$ cat src/rtl/sevseg_pkg.sv
// sevseg_pkg: register map, display modes, glyph table and double-dabble helper
// shared by the seven-segment controller and its BCD converter.
package sevseg_pkg;
    localparam logic [1:0] REG_CTRL = 2'd0, REG_VALUE = 2'd1, REG_DP = 2'd2, REG_STATUS = 2'd3;
    localparam logic [1:0] MODE_RAW = 2'd0, MODE_HEX = 2'd1, MODE_DEC = 2'd2;
    localparam logic [7:0] DASH = 8'h40;
    localparam logic [15:0][7:0] GLYPHS = {
        8'h71, 8'h79, 8'h5E, 8'h39, 8'h7C, 8'h77, 8'h6F, 8'h7F,
        8'h07, 8'h7D, 8'h6D, 8'h66, 8'h4F, 8'h5B, 8'h06, 8'h3F
    };
    typedef enum logic [1:0] {S_IDLE, S_LOAD, S_SHIFT, S_DONE} cvt_state_t;
    function automatic logic [7:0] glyph(input logic [3:0] d);
        return GLYPHS[d];
    endfunction
    function automatic logic [11:0] dd_adjust(input logic [11:0] b);
        logic [11:0] r;
        for (int i = 0; i < 3; i++) r[4*i +: 4] = b[4*i +: 4] > 4'd4 ? b[4*i +: 4] + 4'd3 : b[4*i +: 4];
        return r;
    endfunction
endpackage

$ cat src/rtl/sevseg_ctrl_if.sv
// sevseg_ctrl_if: PicoSoC iomem bus between the CPU and sevseg_ctrl.
interface sevseg_ctrl_if;
    logic        iomem_valid;
    logic        iomem_ready;
    logic [3:0]  iomem_wstrb;
    logic [31:0] iomem_addr;
    logic [31:0] iomem_wdata;
    logic [31:0] iomem_rdata;
    modport master(output iomem_valid, iomem_wstrb, iomem_addr, iomem_wdata, input iomem_ready, iomem_rdata);
    modport slave(input iomem_valid, iomem_wstrb, iomem_addr, iomem_wdata, output iomem_ready, iomem_rdata);
endinterface

$ cat src/rtl/sevseg_ctrl_bin2bcd.sv
// bin2bcd_seq: sequential double-dabble, 10-bit binary to 3-digit BCD.
// done_o strobes in the last SHIFT cycle with bcd_o carrying the finished word.
module bin2bcd_seq import sevseg_pkg::*; (
    input  logic        clk,
    input  logic        rst,
    input  logic        start_i,
    input  logic        abort_i,
    input  logic [9:0]  bin_i,
    output logic        busy_o,
    output logic        done_o,
    output logic [11:0] bcd_o
);
    cvt_state_t state_q, state_d;
    logic [9:0] bin_q, bin_d;
    logic [11:0] bcd_q, bcd_d, adj;
    logic [3:0] cnt_q, cnt_d;
    assign adj = dd_adjust(bcd_q);
    assign busy_o = state_q != S_IDLE;
    assign done_o = state_q == S_SHIFT && cnt_q == 4'd9;
    assign bcd_o = bcd_d;
    always_ff @(posedge clk) begin
        if (rst) begin
            state_q <= S_IDLE;
            bin_q <= '0;
            bcd_q <= '0;
            cnt_q <= '0;
        end else begin
            state_q <= state_d;
            bin_q <= bin_d;
            bcd_q <= bcd_d;
            cnt_q <= cnt_d;
        end
    end
    always_comb begin
        state_d = state_q;
        bin_d = bin_q;
        bcd_d = bcd_q;
        cnt_d = cnt_q;
        if (state_q == S_LOAD) begin
            bin_d = bin_i;
            bcd_d = '0;
            cnt_d = '0;
            state_d = S_SHIFT;
        end
        if (state_q == S_SHIFT) begin
            {bcd_d, bin_d} = {adj[10:0], bin_q, 1'b0};
            cnt_d = cnt_q + 4'd1;
            state_d = cnt_q == 4'd9 ? S_DONE : S_SHIFT;
        end
        if (state_q == S_DONE) state_d = S_IDLE;
        if (start_i) state_d = S_LOAD;
        else if (abort_i) state_d = S_IDLE;
    end
endmodule

$ cat src/rtl/sevseg_ctrl.sv
// sevseg_ctrl: iomem peripheral rendering a value as raw, hex or decimal segments
// for a 3-digit seven-segment multiplexer; data only moves when a render completes.
module sevseg_ctrl import sevseg_pkg::*; #(
    parameter logic [31:0] ADDR_BASE = 32'h0300_0000
) (
    input  logic         clk,
    input  logic         rst,
    sevseg_ctrl_if.slave bus,
    output logic [23:0]  data
);
    logic ready_q, trig_q, trig_d, ovf_q, ovf_d, hit, wr, busy, done, dec, hz, tz, ovf, unused;
    logic [31:0] rdata_q, rdata_d;
    logic [3:0] ctrl_q, ctrl_d;
    logic [23:0] value_q, value_d, data_q, data_d, dp_or, hex_seg, dec_seg;
    logic [2:0] dp_q, dp_d;
    logic [1:0] sel;
    logic [11:0] bcd;
    assign sel = bus.iomem_addr[3:2];
    assign hit = bus.iomem_valid && !ready_q && bus.iomem_addr[31:4] == ADDR_BASE[31:4];
    assign wr = hit && |bus.iomem_wstrb;
    assign dec = ctrl_q[1:0] == MODE_DEC && !ctrl_q[2];
    assign dp_or = {dp_q[2], 7'd0, dp_q[1], 7'd0, dp_q[0], 7'd0};
    assign hex_seg = {glyph(value_q[11:8]), glyph(value_q[7:4]), glyph(value_q[3:0])} | dp_or;
    assign hz = ctrl_q[3] && bcd[11:8] == 4'd0;
    assign tz = hz && bcd[7:4] == 4'd0;
    assign ovf = value_q[9:0] > 10'd999;
    assign dec_seg = (ovf ? {3{DASH}} : {hz ? 8'd0 : glyph(bcd[11:8]), tz ? 8'd0 : glyph(bcd[7:4]), glyph(bcd[3:0])}) | dp_or;
    assign unused = ^{bus.iomem_addr[1:0], bus.iomem_wstrb[3], bus.iomem_wdata[31:24]};
    assign bus.iomem_ready = ready_q;
    assign bus.iomem_rdata = rdata_q;
    assign data = data_q;
    // Every render-triggering write restarts the converter, so only the last value lands
    bin2bcd_seq u_cvt (
        .clk(clk), .rst(rst), .start_i(trig_q && dec), .abort_i(trig_q && !dec),
        .bin_i(value_q[9:0]), .busy_o(busy), .done_o(done), .bcd_o(bcd)
    );
    always_ff @(posedge clk) begin
        if (rst) begin
            ready_q <= 1'b0;
            trig_q <= 1'b0;
            ovf_q <= 1'b0;
            rdata_q <= '0;
            ctrl_q <= '0;
            value_q <= '0;
            dp_q <= '0;
            data_q <= '0;
        end else begin
            ready_q <= hit;
            trig_q <= trig_d;
            ovf_q <= ovf_d;
            rdata_q <= rdata_d;
            ctrl_q <= ctrl_d;
            value_q <= value_d;
            dp_q <= dp_d;
            data_q <= data_d;
        end
    end
    always_comb begin
        ctrl_d = ctrl_q;
        value_d = value_q;
        dp_d = dp_q;
        if (wr && sel == REG_CTRL && bus.iomem_wstrb[0]) ctrl_d = bus.iomem_wdata[3:0];
        if (wr && sel == REG_DP && bus.iomem_wstrb[0]) dp_d = bus.iomem_wdata[2:0];
        for (int i = 0; i < 3; i++)
            if (wr && sel == REG_VALUE && bus.iomem_wstrb[i]) value_d[8*i +: 8] = bus.iomem_wdata[8*i +: 8];
        trig_d = wr && sel != REG_STATUS;
        rdata_d = !hit ? 32'd0 : sel == REG_CTRL ? {28'd0, ctrl_q} : sel == REG_VALUE ? {8'd0, value_q} :
                  sel == REG_DP ? {29'd0, dp_q} : {30'd0, ovf_q, busy};
        data_d = data_q;
        ovf_d = ovf_q;
        if (trig_q && !dec) begin
            data_d = ctrl_q[2] ? 24'd0 : ctrl_q[1:0] == MODE_HEX ? hex_seg : value_q;
            ovf_d = 1'b0;
        end else if (done && !trig_q) begin
            data_d = dec_seg;
            ovf_d = ovf;
        end
    end
endmodule

$ cat src/flat_wrapper.sv
// flat-port wrapper written by rule: the top's interface ports become plain ports
module sevseg_ctrl_flat import sevseg_pkg::*;
#(
    parameter logic [31:0] ADDR_BASE = 32'h0300_0000
)
  (clk, rst, data, bus_iomem_valid, bus_iomem_wstrb, bus_iomem_addr, bus_iomem_wdata, bus_iomem_ready, bus_iomem_rdata);
  sevseg_ctrl_if bus_i ();
  input  logic clk;
  input  logic rst;
  output logic [23:0] data;
  input wire logic [$bits(bus_i.iomem_valid)-1:0] bus_iomem_valid;
  input wire logic [$bits(bus_i.iomem_wstrb)-1:0] bus_iomem_wstrb;
  input wire logic [$bits(bus_i.iomem_addr)-1:0] bus_iomem_addr;
  input wire logic [$bits(bus_i.iomem_wdata)-1:0] bus_iomem_wdata;
  output wire logic [$bits(bus_i.iomem_ready)-1:0] bus_iomem_ready;
  output wire logic [$bits(bus_i.iomem_rdata)-1:0] bus_iomem_rdata;
  assign bus_i.iomem_valid = bus_iomem_valid;
  assign bus_i.iomem_wstrb = bus_iomem_wstrb;
  assign bus_i.iomem_addr = bus_iomem_addr;
  assign bus_i.iomem_wdata = bus_iomem_wdata;
  assign bus_iomem_ready = bus_i.iomem_ready;
  assign bus_iomem_rdata = bus_i.iomem_rdata;
  sevseg_ctrl #(.ADDR_BASE(ADDR_BASE)) u_core (.clk(clk), .rst(rst), .bus(bus_i), .data(data));
endmodule
$ cat config.mk
export PLATFORM = sky130hd
export DESIGN_NAME = sevseg_ctrl_flat
export DESIGN_NICKNAME = d
export VERILOG_FILES = /design/src/rtl/sevseg_pkg.sv /design/src/rtl/sevseg_ctrl_if.sv /design/src/rtl/sevseg_ctrl_bin2bcd.sv /design/src/rtl/sevseg_ctrl.sv /design/src/flat_wrapper.sv
export SDC_FILE = /design/constraint.sdc
export NUM_CORES = 1
export LEC_CHECK = 0
export ABC_AREA = 0
export BUFFER_PORTS_ARGS = -buffer_cell sky130_fd_sc_hd__buf_2
export CAP_MARGIN = 20
export CORE_ASPECT_RATIO = 0.8
export CORE_MARGIN = 2
export CORE_UTILIZATION = 50
export DETAILED_ROUTE_END_ITERATION = 10
export MAX_ROUTING_LAYER = met4
export PLACE_DENSITY = 0.72
export SYNTH_ARGS = -nofsm -noshare
export SYNTH_HDL_FRONTEND = slang
export SYNTH_SLANG_ARGS = --single-unit
$ cat constraint.sdc
create_clock -name clk -period 5.3 [get_ports clk]
set_clock_uncertainty 0.1 [all_clocks]
set_input_delay 0 -clock clk [delete_from_list [all_inputs] [get_ports clk]]
set_output_delay 0 -clock clk [all_outputs]
set_load 0.005 [all_outputs]
# Yosys cells after proc, flatten, opt, wreduce, memory -nomap -nowiden
# Memories as Yosys holds them, arrays and structs flattened. A register that Yosys moved wholly into a read port is not among the register bits.
# Cells that the tools add are included.
dict set report word_totals {
  romBits 768
  inputBits 71
  n_memories 6
  word_cells 125
  ff_bits 118
  out_inout_bits 57
}
dict set report op_classes {
  n_lt_le_gt_ge 10
  eq_ne 10
  muxes 37
  bitwise 3
  n_reduce_logical 37
  addsub 4
}
# name words width rd rd_clocked_by_memory_dff wr line_no
set memory_table {}
lappend memory_table {{(no name shown)} 16 8 1 0 0 sevseg_pkg.sv:13} ;# return GLYPHS[d];
lappend memory_table {{(no name shown)} 16 8 1 0 0 sevseg_pkg.sv:13}
lappend memory_table {{(no name shown)} 16 8 1 0 0 sevseg_pkg.sv:13}
lappend memory_table {{(no name shown)} 16 8 1 1 0 sevseg_pkg.sv:13}
lappend memory_table {{(no name shown)} 16 8 1 1 0 sevseg_pkg.sv:13}
lappend memory_table {{(no name shown)} 16 8 1 1 0 sevseg_pkg.sv:13}
# operator n
set ops {}
lappend ops {{24-bit two-way mux} 6}
lappend ops {{8-bit two-way mux} 8}
lappend ops {{24-bit OR} 2}
lappend ops {{4-bit two-way mux} 11}
lappend ops {{4-bit by 5-bit < comparator with 1-bit output, second input constant} 6}
lappend ops {{28-bit by 22-bit == test with 1-bit output, second input constant} 1}
lappend ops {{12-bit two-way mux} 2}
lappend ops {{10-bit two-way mux} 2}
lappend ops {{1-bit logical AND} 19}
lappend ops {{4-bit by 3-bit greater-than comparator with 1-bit output, second input constant} 3}
lappend ops {{4-bit OR reduction} 3}
lappend ops {{10-bit greater-than comparator, second input constant} 1}
lappend ops {{4-bit by 2-bit adder with 4-bit output, second input constant} 2}
lappend ops {{2-bit == test, second input constant} 4}
lappend ops {{4-bit logical NOT} 2}
lappend ops {{2-bit by 1-bit == test with 1-bit output, second input constant} 3}
lappend ops {{3-bit two-way mux} 2}
lappend ops {{2-bit nonzero test} 3}
lappend ops {{2-bit OR reduction} 3}
lappend ops {{5-bit nonzero test} 1}
lappend ops {{4-bit by 1-bit adder with 4-bit output, second input constant} 1}
lappend ops {{4-bit == test, second input constant} 1}
lappend ops {{1-bit logical NOT} 4}
lappend ops {{1-bit two-way mux} 4}
lappend ops {{other kinds (6)} 7}

# Depth between registers and ports, before layout
# Gate-level depths: netlist of the first run.
dict set report depth {
  ltp_word 11
  ltp_mapped 13
  depth_no_buf 12
}

# Cells and area by module
# From an unflattened synthesis of the first run, not the netlist that was laid out.
dict set report hier_totals {
  hier_cells 831
  area_unflattened_um2 7279.5
}
# mod n_inst seq_area_each_um2 area_each_um2 cells_each
set by_module_without_submodules {}
lappend by_module_without_submodules {sevseg_ctrl 1 2062.0 5710.5 644}
lappend by_module_without_submodules {bin2bcd_seq 1 560.5 1569.0 187}

# Worst setup path after synthesis of the first run
# No wires, ideal clock.
dict set report synth_timing {
  kind {reg-to-reg}
  from {register u_core.u_cvt.state_q[0]}
  to {register u_core.data_q[10] (netlist: u_core.data[10])}
  path_stages_with_launch 14
  setup_slack_ps 2309
  t_arrival_ps 2757
  setup_time_ps 134
  required_ps 5066
  path_buffers 3
  period_less_slack_ps 2991
  cell_sequence {dfxtp_1 > inv_1 > ha_1 > buf_2 > buf_1 > nor3_1 > a31oi_1 > ha_1 > and3_1 > nand3_1 > or4_1 > clkbuf_1 > a41oi_1 > a211oi_1}
}
dict set report synth_via {
  elab_chain_cells 11
  word_cells_on_any_way 18
  classes_between {eq/ne (2); mux (7); bitwise (1); reduce/logical (7); memory (1)}
}
# element line_no
set synth_lines {}
lappend synth_lines {{from (decl)} sevseg_ctrl_bin2bcd.sv:13} ;# cvt_state_t state_q, state_d;
lappend synth_lines {{from (signal assigned)} sevseg_ctrl_bin2bcd.sv:28} ;# state_q <= state_d;
lappend synth_lines {{branches (longest 11 deep; another with memory 16 x 8 bit)} --}
lappend synth_lines {{to (signal assigned)} sevseg_ctrl.sv:55} ;# data_q <= data_d;
lappend synth_lines {{to (decl)} sevseg_ctrl.sv:14} ;# logic [23:0] value_q, value_d, data_q, data_d, dp_or, hex_seg, dec_seg;
# Several ways; the timed one is not identified. The select of a mux whose other input is x is not followed.
# A chain may end at the register's enable or synchronous reset.

==> results of run 1 <==
where the power goes:
part / internal, mW / leakage, nW / total (mW) / switching (mW)
logic: 0.0560 / 2.44 / 0.130 / 0.0736
registers: 0.995 / 1.06 / 1.00 / 0.00685
clock network: 0.702 / 0.283 / 1.15 / 0.452
worst paths after layout:
kind | start | to | slack (ns) | cells past startpoint
max reg2reg | u_core.bus.iomem_ready$_SDFF_PP0_ | u_core.hex_seg[17]$_DFF_P_ | 1.55 | 13
min reg2reg | u_core.value_q[17]$_SDFFE_PP0P_ | u_core.value_q[17]$_SDFFE_PP0P_ | 0.37 | 2
min | rst | u_core.value_q[8]$_SDFFE_PP0N_ | 0.03 | 2
max | u_core.bus.iomem_ready$_SDFF_PP0_ | u_core.hex_seg[17]$_DFF_P_ | 1.55 | 13
layer usage:
layer  vias to the layer above  wire length (microns)  GRT usage, %
met5                         -                      0             -
met4                         0                    639          11.0
met3                        59                   1640          6.86
met2                       275                   8960          39.7
met1                      3228                   9580          35.9
li1                       3363                      -             -
logic make-up (layout without fill, tap and decap cells):
kind of cell | after synthesis | in the layout | synth area share (%)
compound gates | 192 | 192 | 18.4
xor+xnor | 3 | 3 | 0.352
fa+ha+maj | 49 | 49 | 8.21
buf+inv | 105 | 229 | 5.95
flops | 131 | 131 | 35.1
mux | 56 | 56 | 7.78
other cells | 1 | 8 | 0.0502
simple gates | 339 | 339 | 24.1
state kept, by name, summed over array words and instances, names as in the netlist:
signal / count
u_core.hex_seg: 21
u_core.data: 24
u_core.ovf_q: 1
u_core.trig_q: 1
u_core.u_cvt.state_q: 2
u_core.bus.iomem_ready: 1
u_core.value_q: 24
u_core.u_cvt.bcd_q: 12
u_core.u_cvt.bin_q: 10
u_core.u_cvt.cnt_q: 4
u_core.bus.iomem_rdata: 24
u_core.ctrl_q: 4
u_core.dp_q: 3
repair_timing:
item / in CTS / in global routing
resized for setup: 0 / 0
endpoints found under the hold margin: 43 / 0
hold buffers: 32 / 0
worst max-delay path, cell delays in order (launching register included):
cell                            delay [ns]
sky130_fd_sc_hd__dfxtp_1              0.31
sky130_fd_sc_hd__nor4_2               0.40
sky130_fd_sc_hd__nand4_4              0.29
sky130_fd_sc_hd__nor3_4               0.22
sky130_fd_sc_hd__buf_4                0.25
sky130_fd_sc_hd__mux2i_1              0.12
sky130_fd_sc_hd__nor2_1               0.33
sky130_fd_sc_hd__inv_1                0.18
sky130_fd_sc_hd__ha_1                 0.32
sky130_fd_sc_hd__nand2b_1             0.07
sky130_fd_sc_hd__a21oi_1              0.06
sky130_fd_sc_hd__a311oi_1             0.29
sky130_fd_sc_hd__a21oi_1              0.11
sky130_fd_sc_hd__dlygate4sd3_1        0.57
synth_stat cells, types with 3 or more instances:
master                      instances
sky130_fd_sc_hd__o211ai_1           5
sky130_fd_sc_hd__nor4_2             6
sky130_fd_sc_hd__a22oi_1            7
sky130_fd_sc_hd__a211oi_1          22
sky130_fd_sc_hd__dfxtp_1          131
sky130_fd_sc_hd__buf_4             10
sky130_fd_sc_hd__xnor2_1            3
sky130_fd_sc_hd__a21oi_1           47
sky130_fd_sc_hd__or3_1              7
sky130_fd_sc_hd__o221a_2            4
sky130_fd_sc_hd__ha_1              49
sky130_fd_sc_hd__a41oi_1            4
sky130_fd_sc_hd__nand4_1            7
sky130_fd_sc_hd__clkbuf_1          31
sky130_fd_sc_hd__nand2_1           76
sky130_fd_sc_hd__and2_1            25
sky130_fd_sc_hd__o311a_1            3
sky130_fd_sc_hd__mux2_2             5
sky130_fd_sc_hd__nand2b_1           5
sky130_fd_sc_hd__o21ai_0           29
sky130_fd_sc_hd__a311oi_1           6
sky130_fd_sc_hd__nor2_1            94
sky130_fd_sc_hd__nand3_1           24
sky130_fd_sc_hd__nor2b_1           20
sky130_fd_sc_hd__or2_2              4
sky130_fd_sc_hd__mux2i_1           49
sky130_fd_sc_hd__a221o_1            3
sky130_fd_sc_hd__o21a_1             3
sky130_fd_sc_hd__nor3b_1            7
sky130_fd_sc_hd__and4_1             3
sky130_fd_sc_hd__or4_1              4
sky130_fd_sc_hd__o31ai_1            3
sky130_fd_sc_hd__buf_1              5
sky130_fd_sc_hd__a2bb2oi_1          5
sky130_fd_sc_hd__a31oi_1           10
sky130_fd_sc_hd__nand3b_1           3
sky130_fd_sc_hd__o22a_1             3
sky130_fd_sc_hd__and3_1            15
sky130_fd_sc_hd__a31o_2             3
sky130_fd_sc_hd__a221oi_1           4
sky130_fd_sc_hd__buf_2             10
sky130_fd_sc_hd__inv_1             47
sky130_fd_sc_hd__nor3_1            21
layout make-up:
class / count / area (sq um)
Timing Repair Buffer: 148 / 918
Sequential cell: 131 / 2620
Clock inverter: 13 / 135
Clock buffer: 19 / 443
Inverter: 49 / 184
Tap cell: 184 / 230
Multi-Input combinational cell: 647 / 4430
Fill cell: 1248 / 5490
metrics by stage:
step | area (sq um) | total power, mW | worst slack (ns)
6_report | 8960 | 2.29 | 1.55
3_3_place_gp | 8050 | 1.13 | 2.00
5_1_grt | 8960 | 2.36 | 1.25
4_1_cts | 8950 | 2.29 | 1.60
2_1_floorplan | 7490 | 1.09 | 2.31
3_5_place_dp | 8050 | 1.13 | 1.95
==> implementation parameters, run 1 <==
Parameter                              Value

Placement
  Number of input and output port buffers inserted ... 109
  Gp weighted congestion ... 0.958
  Number of placed cells counting well taps ... 1126
  Sum of net half-perimeters after detailed placement ... 14600 microns

CTS
  CTS H-Tree Depth ... 4
  TritonCTS Buffers ... 17
  Clk slew on worst S/H paths ... 0.06 ns
  Max Root-Sink Buffers ... 2
  Skew-Pair Late Insertion Delay ... 0.43 ns
  Clock sink count ... 131
  Post CTS Setup Buffer Count ... 0
  Root cell of the clock tree ... sky130_fd_sc_hd__clkbuf_16
  Clock tree from TritonCTS ... yes

Floorplanning
  Effective utilization at floorplan ... 51.7%
  Die Span Y ... 113 microns
  Io pins ... 128
  Total die area ... 0.0159 sq mm
  FP Rows ... 39
  Die span in x ... 141 microns
  Standard cell core area ... 0.0144 sq mm

STA
  Endpoints failing hold ... 0
  Fin Hold WS ... 0.0253 ns
  Total of endpoints with negative setup slack in the final report ... 0
  Relative slew slack ... 37.4%
  Setup repair after global routing missed its margin ... no
  Max-slew violations ... 0
  Fmax ... 267 MHz
  Crit path time final ... 3.75 ns
  Total negative slack ... 0 ns
  Final clock period utilization by the worst path ... 70.8%
  Slew at the pin closest to its max-slew limit ... 0.937 ns

Drt
  Initial DRC count ... 567
  Routed length per instance ... 17.5 microns
  Remaining DRCs ... 0
  Detailed-route vias per instance ... 5.81
  Final wirelength ... 20800 microns
  DRT Pass-1 Iters ... 5
  Via count ... 6925
  DRT antenna net count ... 0

Status
  Result of the run ... finished clean

Cells and area
  Area added between synthesis and finish ... 20.0%
  Number of diodes added for antenna fixing ... 0
  Non-filler cells, final ... 1191
  Most frequent cells in the layout ... sky130_fd_sc_hd__dfxtp_1 (131), sky130_fd_sc_hd__buf_2 (109), sky130_fd_sc_hd__nor2_1 (94)
  Fraction of final layout cells sized beyond drive strength 1 ... 18.6%
  Nets ... 1114
  Final cell utilization of the core ... 62.0%
  Most common cell after layout, fill and taps aside ... sky130_fd_sc_hd__dfxtp_1

Logic synthesis
  Ys Warns ... 0
  FFs w/ async S/R, synth ... 0%
  Post-synthesis cell area ... 0.00747 sq mm
  #FFs+latches synth ... 131
  Share of the synthesized area in the top cell type ... 35.1%
  Top cells by area in the synthesized netlist ... sky130_fd_sc_hd__dfxtp_1 (35%), sky130_fd_sc_hd__ha_1 (8.2%), sky130_fd_sc_hd__mux2i_1 (6.6%)
  Syn_area_per_cell ... 8.52 sq um
  Number of standard cells after synthesis ... 876
  EDFF count, synth ... 0
  Proportion of synthesized chip area in sequential cells ... 35.1%
  Number of distinct library cells after synthesis ... 83
  Post-synthesis cell type with the largest combined area ... sky130_fd_sc_hd__dfxtp_1
  Primary flip-flop cell chosen by synthesis mapping ... sky130_fd_sc_hd__dfxtp_1

Critical path
  Worst Path Required ... 5.51 ns
  Critical-path maximum fanout ... 13
  Kind of start point of the critical path ... flip-flop
  Type of the worst setup path ... reg -> reg
  Capturing element type of the critical path ... flip-flop
  Endpoint arrival time on the critical path ... 3.96 ns

GRT
  Overall track demand over capacity in global routing ... 27.1%
  Maximum number of pins on one net before global-route repair ... 62
  Via count of the first global-routing pass ... 6445
  Initial antenna violation count ... 0
  Wire length of the first global-routing pass ... 33200 microns
  Total overflow reported by the global router ... 0

Power
  Leakage power total ... 3.78 nW
  Peak supply drop ... 218 uV
  Power per unit of standard cell area ... 255 mW/mm^2

Run
  Max cap viols ... 0

Hold path
  Type of the most critical hold path ... in -> reg
Power figures use the tool's default switching activity.
==> run 2: changes to the inputs <==
--- a/config.mk
+++ b/config.mk
@@ -5,7 +5,7 @@
 export SDC_FILE = /design/constraint.sdc
 export NUM_CORES = 1
 export LEC_CHECK = 0
-export ABC_AREA = 0
+export ABC_AREA = 1
 export BUFFER_PORTS_ARGS = -buffer_cell sky130_fd_sc_hd__buf_2
 export CAP_MARGIN = 20
 export CORE_ASPECT_RATIO = 0.8
@@ -13,7 +13,7 @@
 export CORE_UTILIZATION = 50
 export DETAILED_ROUTE_END_ITERATION = 10
 export MAX_ROUTING_LAYER = met4
-export PLACE_DENSITY = 0.72
+export PLACE_DENSITY = 0.73
 export SYNTH_ARGS = -nofsm -noshare
 export SYNTH_HDL_FRONTEND = slang
 export SYNTH_SLANG_ARGS = --single-unit
==> constraint.sdc (replaced) <==
create_clock -name clk -period 3.7 [get_ports clk]
set_clock_uncertainty 0.1 [all_clocks]
set_input_delay 0 -clock clk [delete_from_list [all_inputs] [get_ports clk]]
set_output_delay 0 -clock clk [all_outputs]
set_load 0.005 [all_outputs]
==> run 2 against run 1 <==
First-iteration DRC count is 10% lower. Highest routed layer unchanged. Design area is 2.5% lower. Largest power group unchanged. Setup slack worse by 0.91 ns. Final cell count is 13% higher. Non-clock buffer count is 1 lower.
==> implementation parameters, run 2 <==
Parameter                              Value

Critical path
  Endpoint arrival time on the critical path ... 3.27 ns (was 3.96 ns)
  Worst Path Required ... 3.91 ns (was 5.51 ns)
  Critical-path maximum fanout ... 15 (was 13)
  Cell-by-cell listing of the critical path ... inv_1 -> ha_1 -> nor2_4 -> inv_2 -> o21ai_0 -> buf_4 -> inv_1 -> ha_1 -> nand3_1 -> nor2_1 -> nand2_1 -> nand2_1 -> nor2_1 -> nor2_1 -> nor2_1 (was nor4_2 -> nand4_4 -> nor3_4 -> buf_4 -> mux2i_1 -> nor2_1 -> inv_1 -> ha_1 -> nand2b_1 -> a21oi_1 -> a311oi_1 -> a21oi_1 -> dlygate4sd3_1)
  Highest-delay cell along the critical path ... sky130_fd_sc_hd__ha_1 (was sky130_fd_sc_hd__dlygate4sd3_1)
  Type of the worst setup path ... reg -> reg (unchanged)
  Capturing element type of the critical path ... flip-flop (unchanged)
  Crit path largest cell delay ... 0.54 ns (was 0.57 ns)
  Library cell appearing most often on the critical path ... sky130_fd_sc_hd__nor2_1 (was sky130_fd_sc_hd__a21oi_1)
  Kind of start point of the critical path ... flip-flop (unchanged)

Power
  Power per unit of standard cell area ... 411 mW/mm^2 (was 255 mW/mm^2)
  Internal power component ... 2.68 mW (was 1.75 mW)
  Fraction of power spent switching nets ... 25.3% (was 23.3%)
  Power spent charging and discharging nets ... 0.909 mW (was 0.532 mW)
  Clk network pwr share ... 48.3% (was 50.5%)
  Peak supply drop ... 310 uV (was 218 uV)
  Gate power share ... 11.3% (was 5.7%)
  Leakage power total ... 4.39 nW (was 3.78 nW)
  Register share of total power ... 40.4% (was 43.8%)

Floorplanning
  Effective utilization at floorplan ... 50.6% (was 51.7%)
  Io pins ... 128 (unchanged)
  FP Rows ... 39 (unchanged)
  Standard cell core area ... 0.0142 sq mm (was 0.0144 sq mm)
  Die Span Y ... 111 microns (was 113 microns)
  Die span in x ... 138 microns (was 141 microns)
  Total die area ... 0.0153 sq mm (was 0.0159 sq mm)

Logic synthesis
  Share of the synthesized area in the top cell type ... 36.6% (was 35.1%)
  Number of standard cells after synthesis ... 1014 (was 876)
  Top cells by area in the synthesized netlist ... sky130_fd_sc_hd__dfxtp_1 (37%), sky130_fd_sc_hd__nand2_1 (10%), sky130_fd_sc_hd__ha_1 (8.6%) (was sky130_fd_sc_hd__dfxtp_1 (35%), sky130_fd_sc_hd__ha_1 (8.2%), sky130_fd_sc_hd__mux2i_1 (6.6%))
  EDFF count, synth ... 0 (unchanged)
  Post-synthesis cell area ... 0.00716 sq mm (was 0.00747 sq mm)
  Post-synthesis cell type with the largest combined area ... sky130_fd_sc_hd__dfxtp_1 (unchanged)
  #FFs+latches synth ... 131 (unchanged)
  Most common cell in the synthesized netlist ... sky130_fd_sc_hd__nand2_1 (was sky130_fd_sc_hd__dfxtp_1)
  Proportion of synthesized chip area in sequential cells ... 36.6% (was 35.1%)
  Leading cell types by count after synthesis ... sky130_fd_sc_hd__nand2_1 (193), sky130_fd_sc_hd__inv_1 (145), sky130_fd_sc_hd__dfxtp_1 (131) (was sky130_fd_sc_hd__dfxtp_1 (131), sky130_fd_sc_hd__nor2_1 (94), sky130_fd_sc_hd__nand2_1 (76))
  Syn_area_per_cell ... 7.06 sq um (was 8.52 sq um)
  FFs w/ async S/R, synth ... 0% (unchanged)
  Primary flip-flop cell chosen by synthesis mapping ... sky130_fd_sc_hd__dfxtp_1 (unchanged)
  Number of distinct library cells after synthesis ... 44 (was 83)
  Ys Warns ... 0 (unchanged)

GRT
  Initial antenna violation count ... 0 (unchanged)
  Overall track demand over capacity in global routing ... 26.4% (was 27.1%)
  Wire length of the first global-routing pass ... 31200 microns (was 33200 microns)
  Via count of the first global-routing pass ... 6394 (was 6445)
  Total overflow reported by the global router ... 0 (unchanged)
  Maximum number of pins on one net before global-route repair ... 43 (was 62)

Placement
  DP Worst Slack ... 0.726 ns (was 1.95 ns)
  Number of placed cells counting well taps ... 1283 (was 1126)
  Sum of net half-perimeters after detailed placement ... 14000 microns (was 14600 microns)
  Number of input and output port buffers inserted ... 109 (unchanged)
  Gp weighted congestion ... 0.970 (was 0.958)

Cells and area
  Fraction of final layout cells sized beyond drive strength 1 ... 15.6% (was 18.6%)
  Most frequent cells in the layout ... sky130_fd_sc_hd__nand2_1 (193), sky130_fd_sc_hd__inv_1 (145), sky130_fd_sc_hd__dfxtp_1 (131) (was sky130_fd_sc_hd__dfxtp_1 (131), sky130_fd_sc_hd__buf_2 (109), sky130_fd_sc_hd__nor2_1 (94))
  Total of fill cells in the finished design ... 1315 (was 1248)
  Non-filler cells, final ... 1345 (was 1191)
  Area added between synthesis and finish ... 22.0% (was 20.0%)
  Nets ... 1270 (was 1114)
  Most common cell after layout, fill and taps aside ... sky130_fd_sc_hd__nand2_1 (was sky130_fd_sc_hd__dfxtp_1)
  Number of diodes added for antenna fixing ... 0 (unchanged)

STA
  Total of endpoints with negative setup slack in the final report ... 0 (unchanged)
  Total negative slack ... 0 ns (unchanged)
  Endpoints failing hold ... 0 (unchanged)
  Crit path time final ... 3.06 ns (was 3.75 ns)
  Fmax ... 327 MHz (was 267 MHz)
  Final setup margin ... 0.643 ns (was 1.55 ns)
  Fin Hold WS ... 0.0162 ns (was 0.0253 ns)
  Final clock period utilization by the worst path ... 82.6% (was 70.8%)
  Slew at the pin closest to its max-slew limit ... 0.955 ns (was 0.937 ns)
  Relative slew slack ... 36.3% (was 37.4%)
  Max-slew violations ... 0 (unchanged)
  Setup repair after global routing missed its margin ... no (unchanged)

CTS
  Clk slew on worst S/H paths ... 0.06 ns (about the same)
  CTS H-Tree Depth ... 4 (unchanged)
  Root cell of the clock tree ... sky130_fd_sc_hd__clkbuf_16 (unchanged)
  Clock sink count ... 131 (unchanged)
  Skew-Pair Late Insertion Delay ... 0.42 ns (was 0.43 ns)
  Post-cts resize count ... 0 (unchanged)
  TritonCTS Buffers ... 17 (unchanged)
  Max Root-Sink Buffers ... 2 (unchanged)
  Clock tree from TritonCTS ... yes (unchanged)

Drt
  Remaining DRCs ... 0 (unchanged)
  Final wirelength ... 19200 microns (was 20800 microns)
  Routed length per instance ... 14.3 microns (was 17.5 microns)
  Initial DRC count ... 509 (was 567)
  DRT antenna net count ... 0 (unchanged)
  DRT Pass-1 Iters ... 5 (unchanged)
  Detailed-route vias per instance ... 5.19 (was 5.81)
  Via count ... 6987 (was 6925)

Run
  Max cap viols ... 0 (unchanged)

Hold path
  Type of the most critical hold path ... in -> reg (unchanged)

Status
  Result of the run ... finished clean (unchanged)
-- run 2: cell count changes after synthesis, moves of 12 or more --
cell                       change
sky130_fd_sc_hd__nand2_1     +117
sky130_fd_sc_hd__inv_1        +98
sky130_fd_sc_hd__o21ai_0      +58
sky130_fd_sc_hd__nand3_1      +56
sky130_fd_sc_hd__mux2i_1      -49
sky130_fd_sc_hd__nand4_1      +27
sky130_fd_sc_hd__and2_1       -25
sky130_fd_sc_hd__nor2b_1      -20
sky130_fd_sc_hd__nor2_1       +17
sky130_fd_sc_hd__and3_1       -14
sky130_fd_sc_hd__a211oi_1     -12
-- run 2: area by class of cell --
class / count / area [sq um] / share of cell area [%]
multi-input cells: 703 / 3800 / 43.5
flip-flops and latches: 131 / 2620 / 30.0
repair buffers: 147 / 911 / 10.4
inverters: 150 / 563 / 6.45
clock buffers: 21 / 480 / 5.50
well taps: 184 / 230 / 2.64
clock inverters: 9 / 129 / 1.48
-- run 2: worst paths after layout --
kind,startpoint,to,slack (ns),cells after the start
max,u_core.u_cvt.state_q[0]$_SDFFE_PP0P_,u_core.data[12]$_SDFFE_PP0P_,0.64,15
min,rst,u_core.u_cvt.bin_q[7]$_SDFFE_PP0P_,0.02,3
max reg2reg,u_core.u_cvt.state_q[0]$_SDFFE_PP0P_,u_core.data[12]$_SDFFE_PP0P_,0.64,15
min reg2reg,u_core.value_q[16]$_SDFFE_PP0P_,u_core.bus.iomem_rdata[16]$_SDFF_PP0_,0.35,2
-- run 2: worst max-delay path, delay by kind of cell, from the launching register on --
kind,cells,cell delay (ns)
AND/OR/NAND/NOR,8,1.14
buffers and inverters,4,0.58
AO/OA/AOI/OAI,1,0.10
adder cells (fa/ha/maj),2,0.70
flip-flops,1,0.33
-- run 2: kinds of logic after synthesis --
kind of cell | Yosys count | synth area share [%]
AND/OR/NAND/NOR | 460 | 29.3
buffers and inverters | 187 | 10.7
AO/OA/AOI/OAI | 185 | 14.7
flip-flops | 131 | 36.6
adder cells (fa/ha/maj) | 49 | 8.56
XOR/XNOR | 1 | 0.122
other | 1 | 0.0524
-- run 2: power groups by stage --
stage	Combinational, mW	Sequential (mW)	Clock (mW)
finish	0.406	1.45	1.73
global route	0.458	1.45	1.81
CTS	0.402	1.45	1.75
detailed placement	0.384	1.48	0
global placement	0.376	1.48	0
floorplan	0.272	1.47	0
-- run 2: metrics by stage --
step,cell area [sq um],util (%),total power [mW]
2_1_floorplan,7190,-,1.75
3_3_place_gp,7810,55.2,1.85
3_5_place_dp,7810,55.2,1.86
4_1_cts,8740,61.7,3.60
5_1_grt,8740,61.7,3.72
6_report,8740,61.7,3.59
-- run 2: repair_timing --
item                                    in CTS  in global routing
endpoints found under the setup margin       0                  0
setup buffers                                0                  0
hold endpoints to repair                    44                  0
hold buffers                                32                  0
-- run 2: metal layers --
| metal | wire [microns] | GRT usage, % | share of wire (%) |
|---|---|---|---|
| met5 | 0 | - | 0 |
| met4 | 268 | 6.60 | 1.4 |
| met3 | 1190 | 5.49 | 6.2 |
| met2 | 8460 | 40.1 | 44 |
| met1 | 9320 | 36.1 | 48 |
